<file path="src/rtl/idex_stage_pkg.sv">
// rtl/idex_stage_pkg.sv - shared ALU function codes, register-address width and slot states
package idex_stage_pkg;

    localparam int ALU_FUNCT_WIDTH = 4;
    localparam int REG_AW          = 5;

    // Architectural x0: reads as zero and is never a forwarding target
    localparam logic [REG_AW-1:0] ZERO_REG = '0;

    typedef enum logic [ALU_FUNCT_WIDTH-1:0] {
        ALU_ADD  = 4'd0,
        ALU_SUB  = 4'd1,
        ALU_AND  = 4'd2,
        ALU_OR   = 4'd3,
        ALU_XOR  = 4'd4,
        ALU_SLL  = 4'd5,
        ALU_SRL  = 4'd6,
        ALU_SRA  = 4'd7,
        ALU_SLT  = 4'd8,
        ALU_SLTU = 4'd9
    } alu_funct_e;

    // Occupancy of the single EX slot
    typedef enum logic {
        SLOT_EMPTY = 1'b0,
        SLOT_FULL  = 1'b1
    } slot_e;

endpackage

</file>
<file path="src/rtl/idex_stage_fwd_mux.sv">
// rtl/idex_stage_fwd_mux.sv - operand forwarding select (mem > wb > regfile, x0 forced to zero)
module fwd_mux #(
    parameter int N      = 32,
    parameter int REG_AW = idex_stage_pkg::REG_AW
) (
    input  logic [REG_AW-1:0] i_rs,
    input  logic [N-1:0]      i_rf_data,
    input  logic              i_mem_we,
    input  logic [REG_AW-1:0] i_mem_rd,
    input  logic [N-1:0]      i_mem_data,
    input  logic              i_wb_we,
    input  logic [REG_AW-1:0] i_wb_rd,
    input  logic [N-1:0]      i_wb_data,
    output logic [N-1:0]      o_data
);
    import idex_stage_pkg::*;

    // The younger MEM result wins over WB; x0 never picks up a forwarded value
    always_comb begin
        o_data = i_rf_data;
        if (i_rs == REG_AW'(ZERO_REG)) begin
            o_data = '0;
        end else if (i_mem_we && (i_mem_rd == i_rs)) begin
            o_data = i_mem_data;
        end else if (i_wb_we && (i_wb_rd == i_rs)) begin
            o_data = i_wb_data;
        end
    end

endmodule

</file>
<file path="src/rtl/idex_stage.sv">
// rtl/idex_stage.sv - ID/EX pipeline register with forwarding, immediate select and load-use stall
module idex_stage #(
    parameter int N       = 32,
    parameter int FUNCT_W = idex_stage_pkg::ALU_FUNCT_WIDTH,
    parameter int REG_AW  = idex_stage_pkg::REG_AW
) (
    input  logic               clk,
    input  logic               rst_n,
    input  logic               flush,
    input  logic               id_valid,
    output logic               id_ready,
    input  logic [REG_AW-1:0]  id_rs1,
    input  logic [REG_AW-1:0]  id_rs2,
    input  logic [N-1:0]       id_rs1_data,
    input  logic [N-1:0]       id_rs2_data,
    input  logic [N-1:0]       id_imm,
    input  logic               id_use_imm,
    input  logic [FUNCT_W-1:0] id_funct,
    input  logic [REG_AW-1:0]  id_rd,
    input  logic               id_rd_we,
    input  logic               id_is_load,
    input  logic               mem_fwd_we,
    input  logic [REG_AW-1:0]  mem_fwd_rd,
    input  logic [N-1:0]       mem_fwd_data,
    input  logic               wb_fwd_we,
    input  logic [REG_AW-1:0]  wb_fwd_rd,
    input  logic [N-1:0]       wb_fwd_data,
    output logic               ex_valid,
    input  logic               ex_ready,
    output logic [N-1:0]       ex_x,
    output logic [N-1:0]       ex_y,
    output logic [FUNCT_W-1:0] ex_funct,
    output logic [REG_AW-1:0]  ex_rd,
    output logic               ex_rd_we,
    output logic               ex_is_load,
    output logic [N-1:0]       ex_rs2_data,
    output logic               hazard_stall
);
    import idex_stage_pkg::*;

    slot_e               r_slot;
    slot_e               w_slot_nxt;
    logic [N-1:0]        r_x;
    logic [N-1:0]        r_y;
    logic [FUNCT_W-1:0]  r_funct;
    logic [REG_AW-1:0]   r_rd;
    logic                r_rd_we;
    logic                r_is_load;
    logic [N-1:0]        r_rs2_data;

    logic [N-1:0]        w_rs1_fwd;
    logic [N-1:0]        w_rs2_fwd;
    logic                w_hazard;
    logic                w_ready;
    logic                w_capture;
    logic                w_ex_valid;

    fwd_mux #(.N(N), .REG_AW(REG_AW)) u_fwd_rs1 (
        .i_rs       (id_rs1),
        .i_rf_data  (id_rs1_data),
        .i_mem_we   (mem_fwd_we),
        .i_mem_rd   (mem_fwd_rd),
        .i_mem_data (mem_fwd_data),
        .i_wb_we    (wb_fwd_we),
        .i_wb_rd    (wb_fwd_rd),
        .i_wb_data  (wb_fwd_data),
        .o_data     (w_rs1_fwd)
    );

    fwd_mux #(.N(N), .REG_AW(REG_AW)) u_fwd_rs2 (
        .i_rs       (id_rs2),
        .i_rf_data  (id_rs2_data),
        .i_mem_we   (mem_fwd_we),
        .i_mem_rd   (mem_fwd_rd),
        .i_mem_data (mem_fwd_data),
        .i_wb_we    (wb_fwd_we),
        .i_wb_rd    (wb_fwd_rd),
        .i_wb_data  (wb_fwd_data),
        .o_data     (w_rs2_fwd)
    );

    assign w_ex_valid = (r_slot == SLOT_FULL);

    // Load-use detection and decode-side handshake; rs2 only matters when it feeds y
    always_comb begin
        w_hazard = w_ex_valid && r_is_load && r_rd_we && (r_rd != REG_AW'(ZERO_REG)) && id_valid &&
                   ((r_rd == id_rs1) || (!id_use_imm && (r_rd == id_rs2)));
        w_ready   = !flush && !w_hazard && (!w_ex_valid || ex_ready);
        w_capture = id_valid && w_ready;
    end

    // Slot occupancy register; async clear drops the slot immediately
    always_ff @(posedge clk or negedge rst_n) begin
        if (!rst_n) begin
            r_slot <= SLOT_EMPTY;
        end else begin
            r_slot <= w_slot_nxt;
        end
    end

    // Next slot state: flush kills, capture fills, a consume without refill drains
    always_comb begin
        w_slot_nxt = r_slot;
        if (flush) begin
            w_slot_nxt = SLOT_EMPTY;
        end else if (w_capture) begin
            w_slot_nxt = SLOT_FULL;
        end else if (w_ex_valid && ex_ready) begin
            w_slot_nxt = SLOT_EMPTY;
        end
    end

    // Operand/control payload loads only on capture so a stalled slot stays bit-exact
    always_ff @(posedge clk or negedge rst_n) begin
        if (!rst_n) begin
            r_x        <= '0;
            r_y        <= '0;
            r_funct    <= '0;
            r_rd       <= '0;
            r_rd_we    <= 1'b0;
            r_is_load  <= 1'b0;
            r_rs2_data <= '0;
        end else if (w_capture) begin
            r_x        <= w_rs1_fwd;
            r_y        <= id_use_imm ? id_imm : w_rs2_fwd;
            r_funct    <= id_funct;
            r_rd       <= id_rd;
            r_rd_we    <= id_rd_we;
            r_is_load  <= id_is_load;
            r_rs2_data <= w_rs2_fwd;
        end
    end

    assign id_ready     = w_ready;
    assign hazard_stall = w_hazard;
    assign ex_valid     = w_ex_valid;
    assign ex_x         = r_x;
    assign ex_y         = r_y;
    assign ex_funct     = r_funct;
    assign ex_rd        = r_rd;
    assign ex_rd_we     = r_rd_we;
    assign ex_is_load   = r_is_load;
    assign ex_rs2_data  = r_rs2_data;

endmodule
</file>
<file path="config.mk">
export PLATFORM = sky130hd
export DESIGN_NAME = idex_stage
export DESIGN_NICKNAME = d
export VERILOG_FILES = /design/src/rtl/idex_stage_pkg.sv /design/src/rtl/idex_stage_fwd_mux.sv /design/src/rtl/idex_stage.sv
export SDC_FILE = /design/constraint.sdc
export NUM_CORES = 1
export LEC_CHECK = 0
export BUFFER_PORTS_ARGS = -buffer_cell sky130_fd_sc_hd__buf_2
export CORE_MARGIN = 4
export CORE_UTILIZATION = 44
export CTS_CLUSTER_SIZE = 14
export DETAILED_ROUTE_END_ITERATION = 10
export PLACE_DENSITY = 0.75
export SKIP_LAST_GASP = 1
export SYNTH_ARGS = -nofsm -noshare
export SYNTH_HDL_FRONTEND = slang
export SYNTH_SLANG_ARGS = --single-unit
</file>
<file path="constraint.sdc">
create_clock -name clk -period 1.8 [get_ports clk]
set_clock_uncertainty 0.15 [all_clocks]
set_input_delay 0.09 -clock clk [delete_from_list [all_inputs] [get_ports clk]]
set_output_delay 0.09 -clock clk [all_outputs]
set_load 0.02 [all_outputs]
</file>
==> flow_metrics.py <==
metrics = {
    "placed_design": {
        "port_buffers": 308,
        "place.detailed.hpwl_mm": 21.2,
        "gpl.final_weighted_congestion": 0.950,
        "numPlacedInstances": 1285,
    },
    "global_routing": {
        "grt_pass1_wl_mm": 48.1,
        "grt_util_all_layers_pct": 34.4,
        "grt_max_degree": 109,
        "antenna_found_initial": 4,
        "via_count_of_the_first_global_routing_pass": 8570,
        "grt_total_ovfl": 0,
    },
    "sta": {
        "timing.slew.headroom_pct": 29.0,
        "timing.final.ws_setup_ns": -0.404,
        "fin_tns_setup_ns": -36.80,
        "rsz_0062_raised_after_global_routing": "true",
        "final_setup_fails": 110,
        "period_share_pct": 122,
        "highest_clock_rate_ghz": 0.454,
        "timing.final.max_slew_violations": 0,
        "worst-slew-pin-transition_ns": 1.06,
        "report.final.hold_viol_count": 0,
        "min_period_ns": 2.20,
    },
    "route": {
        "route.detailed.wl_per_inst_um": 24.4,
        "dr.pass1.iters": 7,
        "post_drt_via_cell_ratio": 6.27,
        "finalWirelength_mm": 33.7,
        "remaining_antenna_violation_count_after_routing": 0,
        "drt_iter0_drc": 779,
        "detail_route.drc_violations": 0,
        "num_vias": 8646,
    },
    "outcome": {
        "failing_checks": "setup timing",
        "run_status": "finished, violations left",
    },
    "synthesis": {
        "synth-compound-area-share_pct": 26.5,
        "postSynthNetCount": 954,
        "synthDominantCellAreaShare_pct": 38.7,
        "synth-seq-area-share_pct": 38.7,
        "synth.cells.most_frequent": "sky130_fd_sc_hd__dfrtp_1 (108), sky130_fd_sc_hd__nand2_1 (69), sky130_fd_sc_hd__a311oi_1 (62)",
        "synthesis.area_per_instance_um2": 9.24,
        "xor_xnor_fraction_of_synth_area_pct": 3.87,
        "cell_with_the_most_instances_after_synthesis": "sky130_fd_sc_hd__dfrtp_1",
        "synth.area.mux_share_pct": 6.92,
        "yosys-top-cells-area": "sky130_fd_sc_hd__dfrtp_1 (39%), sky130_fd_sc_hd__a311oi_1 (7.8%), sky130_fd_sc_hd__mux2_2 (6.5%)",
        "synth.lib_cells_used.distinct": 40,
        "synth-edff-count": 0,
        "synth_top_family_by_area": "compound AO/OA/AOI/OAI gates",
        "synth_area_leader_cell": "sky130_fd_sc_hd__dfrtp_1",
        "synthSimpleGateAreaFrac_pct": 16.7,
        "synthFlopType": "sky130_fd_sc_hd__dfrtp_1",
        "synth-adder-area-share_pct": 0,
        "synth_seq_cells": 108,
        "synth.yosys.warnings": 0,
        "synth_cells": 755,
        "ys_async_sr_fraction_pct": 100,
        "netlist_area_mm2": 0.00698,
    },
    "pwr": {
        "power_per_cell_area_mw_per_mm2": 762,
        "post_route_total_power_uw": 8620,
        "total_leakage_power_uw": 0.00501,
        "vdd_drop_max_mv": 0.572,
    },
    "clock_tree": {
        "clockRootBuffer": "sky130_fd_sc_hd__clkbuf_16",
        "h-tree-depth": 3,
        "tritoncts": "yes",
        "clk_path_buf_depth": 2,
        "cts_buffers": 9,
        "clock_edge_transition_at_the_registers_on_the_reported_setup_and_hold_paths_ns": 0.07,
        "sink_count_of_the_clock_tree": 108,
        "clkLatencyLatePin_ns": 0.35,
    },
    "hold_path": {
        "hp_class": "primary input to register",
        "worstHoldPathCells": 4,
        "worst_hold_startpoint": "mem_fwd_data[5]",
        "timing.hold.worst_endpoint": "ex_x[5]",
    },
    "setup_path": {
        "crit_path_dat_ns": 2.28,
        "cp-end-kind": "register",
        "reg2regPathDepth": 8,
        "critical_path.max_fanout": 7,
        "cp_data_required_time_ns": 1.88,
        "timing.critical_path.from": "ex_rd[0]",
        "critical_path_class": "register to register",
        "worstSetupStartpointType": "register",
        "setup.reg_to_reg.worst_slack_ns": -0.40,
        "crit-reg2reg-launch": "ex_rd[0]",
        "crit-reg2reg-capture": "ex_rd[0]",
    },
    "floorplan": {
        "design.die.area_mm2": 0.0179,
        "fp.dieH_um": 134,
        "initial_core_util_pct": 45.4,
        "core_region_area_mm2": 0.0154,
        "fp.dieW_um": 134,
        "design.portCount": 309,
        "row_count": 45,
    },
    "run": {
        "max_cap_viol_count": 0,
    },
    "final_layout": {
        "layout.filler_cells": 1124,
        "area_delta_synth_final_pct": 62.1,
        "sequential_cell_area_mm2": 0.00271,
        "layout.cells.non_filler": 1378,
        "final_net_count": 1358,
        "multi_input_comb_area_mm2": 0.00427,
        "post_route_cells_drive_above_1_share_pct": 46.9,
    },
}
-- flip-flops by register name, summed over array words and instances (netlist names) --
signal / cells
ex_funct: 4
ex_is_load: 1
ex_rd: 5
ex_rd_we: 1
ex_rs2_data: 32
ex_valid: 1
ex_x: 32
ex_y: 32
-- cells by family (layout without fill, tap and decap cells) --
logic type      after synthesis  count (layout)
compound gates              231             232
other cells                   0               3
xor+xnor                     30              30
mux                          43              43
flops                       108             108
simple gates                219             219
buf+inv                     124             532
-- area by class of cell --
class | instances | area share, %
flip-flops and latches | 108 | 24.0
inverters | 35 | 1.16
clock buffers | 13 | 2.39
multi-input cells | 524 | 37.8
clock inverters | 3 | 0.177
diodes | 3 | 0.0664
repair buffers | 481 | 32.1
well taps | 211 | 2.33
-- worst max-delay path, stage by stage (launching register included) --
cell,delay [ns]
sky130_fd_sc_hd__dfrtp_2,0.45
sky130_fd_sc_hd__xnor2_2,0.23
sky130_fd_sc_hd__nand4_1,0.14
sky130_fd_sc_hd__o32ai_2,0.25
sky130_fd_sc_hd__buf_4,0.17
sky130_fd_sc_hd__a21boi_4,0.08
sky130_fd_sc_hd__buf_8,0.17
sky130_fd_sc_hd__buf_6,0.14
sky130_fd_sc_hd__mux2_4,0.31
-- placed cells by master (no fill, tap or decap), types with 3 or more instances in the layout --
cell,count
sky130_fd_sc_hd__dlygate4sd3_1,46
sky130_fd_sc_hd__a311oi_1,62
sky130_fd_sc_hd__nor3_1,32
sky130_fd_sc_hd__and3_1,32
sky130_fd_sc_hd__o21ai_0,30
sky130_fd_sc_hd__o32ai_2,22
sky130_fd_sc_hd__buf_12,32
sky130_fd_sc_hd__dfrtp_2,6
sky130_fd_sc_hd__xor2_1,5
sky130_fd_sc_hd__o32ai_4,9
sky130_fd_sc_hd__mux2_4,16
sky130_fd_sc_hd__mux2_2,26
sky130_fd_sc_hd__xnor2_1,21
sky130_fd_sc_hd__o31ai_1,32
sky130_fd_sc_hd__buf_8,9
sky130_fd_sc_hd__or3_1,33
sky130_fd_sc_hd__a21boi_0,23
sky130_fd_sc_hd__nand2_1,69
sky130_fd_sc_hd__inv_1,35
sky130_fd_sc_hd__diode_2,3
sky130_fd_sc_hd__nor2_1,3
sky130_fd_sc_hd__a21boi_1,9
sky130_fd_sc_hd__buf_2,305
sky130_fd_sc_hd__nand4_1,36
sky130_fd_sc_hd__clkbuf_8,3
sky130_fd_sc_hd__clkbuf_16,13
sky130_fd_sc_hd__xnor2_2,3
sky130_fd_sc_hd__buf_4,70
sky130_fd_sc_hd__o32a_1,32
sky130_fd_sc_hd__dfrtp_1,102
sky130_fd_sc_hd__buf_6,11
-- worst max path at each step --
| stage | to | slack, ns | depth (start not counted) |
|---|---|---|---|
| floorplan | ex_rs2_data[23] | -0.08 | 7 |
| global placement | ex_x[16] | -0.27 | 4 |
| detailed placement | ex_x[26] | -0.31 | 4 |
| CTS | id_ready | -0.33 | 7 |
| global route | ex_y[12] | -0.50 | 8 |
| finish | ex_rd[0] | -0.40 | 8 |
-- layer usage --
metal,vias up,global-route usage [%],wire (um)
met2,601,58.3,16300
met4,2,13.6,1520
met1,4201,42.1,12300
li1,3737,-,-
met3,105,8.51,3500
met5,-,0,7
-- power breakdown --
part	switching (uW)	leakage, uW	internal [uW]	total [uW]
registers	296	0.00127	2870	3170
logic	1900	0.00361	1550	3450
clock network	946	0.000138	1050	2000
total	3140	0.00501	5480	8620
-- what timing repair did --
item	4_1_cts	5_1_grt
gates resized for setup	41	66
hold buffers	46	0
endpoints found under the setup margin	110	110
buffers inserted	12	6
endpoints found under the hold margin	152	0
pin swaps	9	46
cloned	7	5
-- metrics by stage --
step | area [um^2] | utilization (%) | hold slack [ns] | setup WS, ns
3_3_place_gp | 9570 | 62.3 | 0.0692 | -0.269
5_1_grt | 11300 | 73.6 | 0.0948 | -0.502
6_report | 11300 | 73.6 | 0.0714 | -0.404
2_1_floorplan | 7090 | - | -0.356 | -0.0792
4_1_cts | 10800 | 70.2 | 0.0616 | -0.329
3_5_place_dp | 9570 | 62.3 | 0.0680 | -0.308
Note: power is estimated with default switching activity, not from simulation.
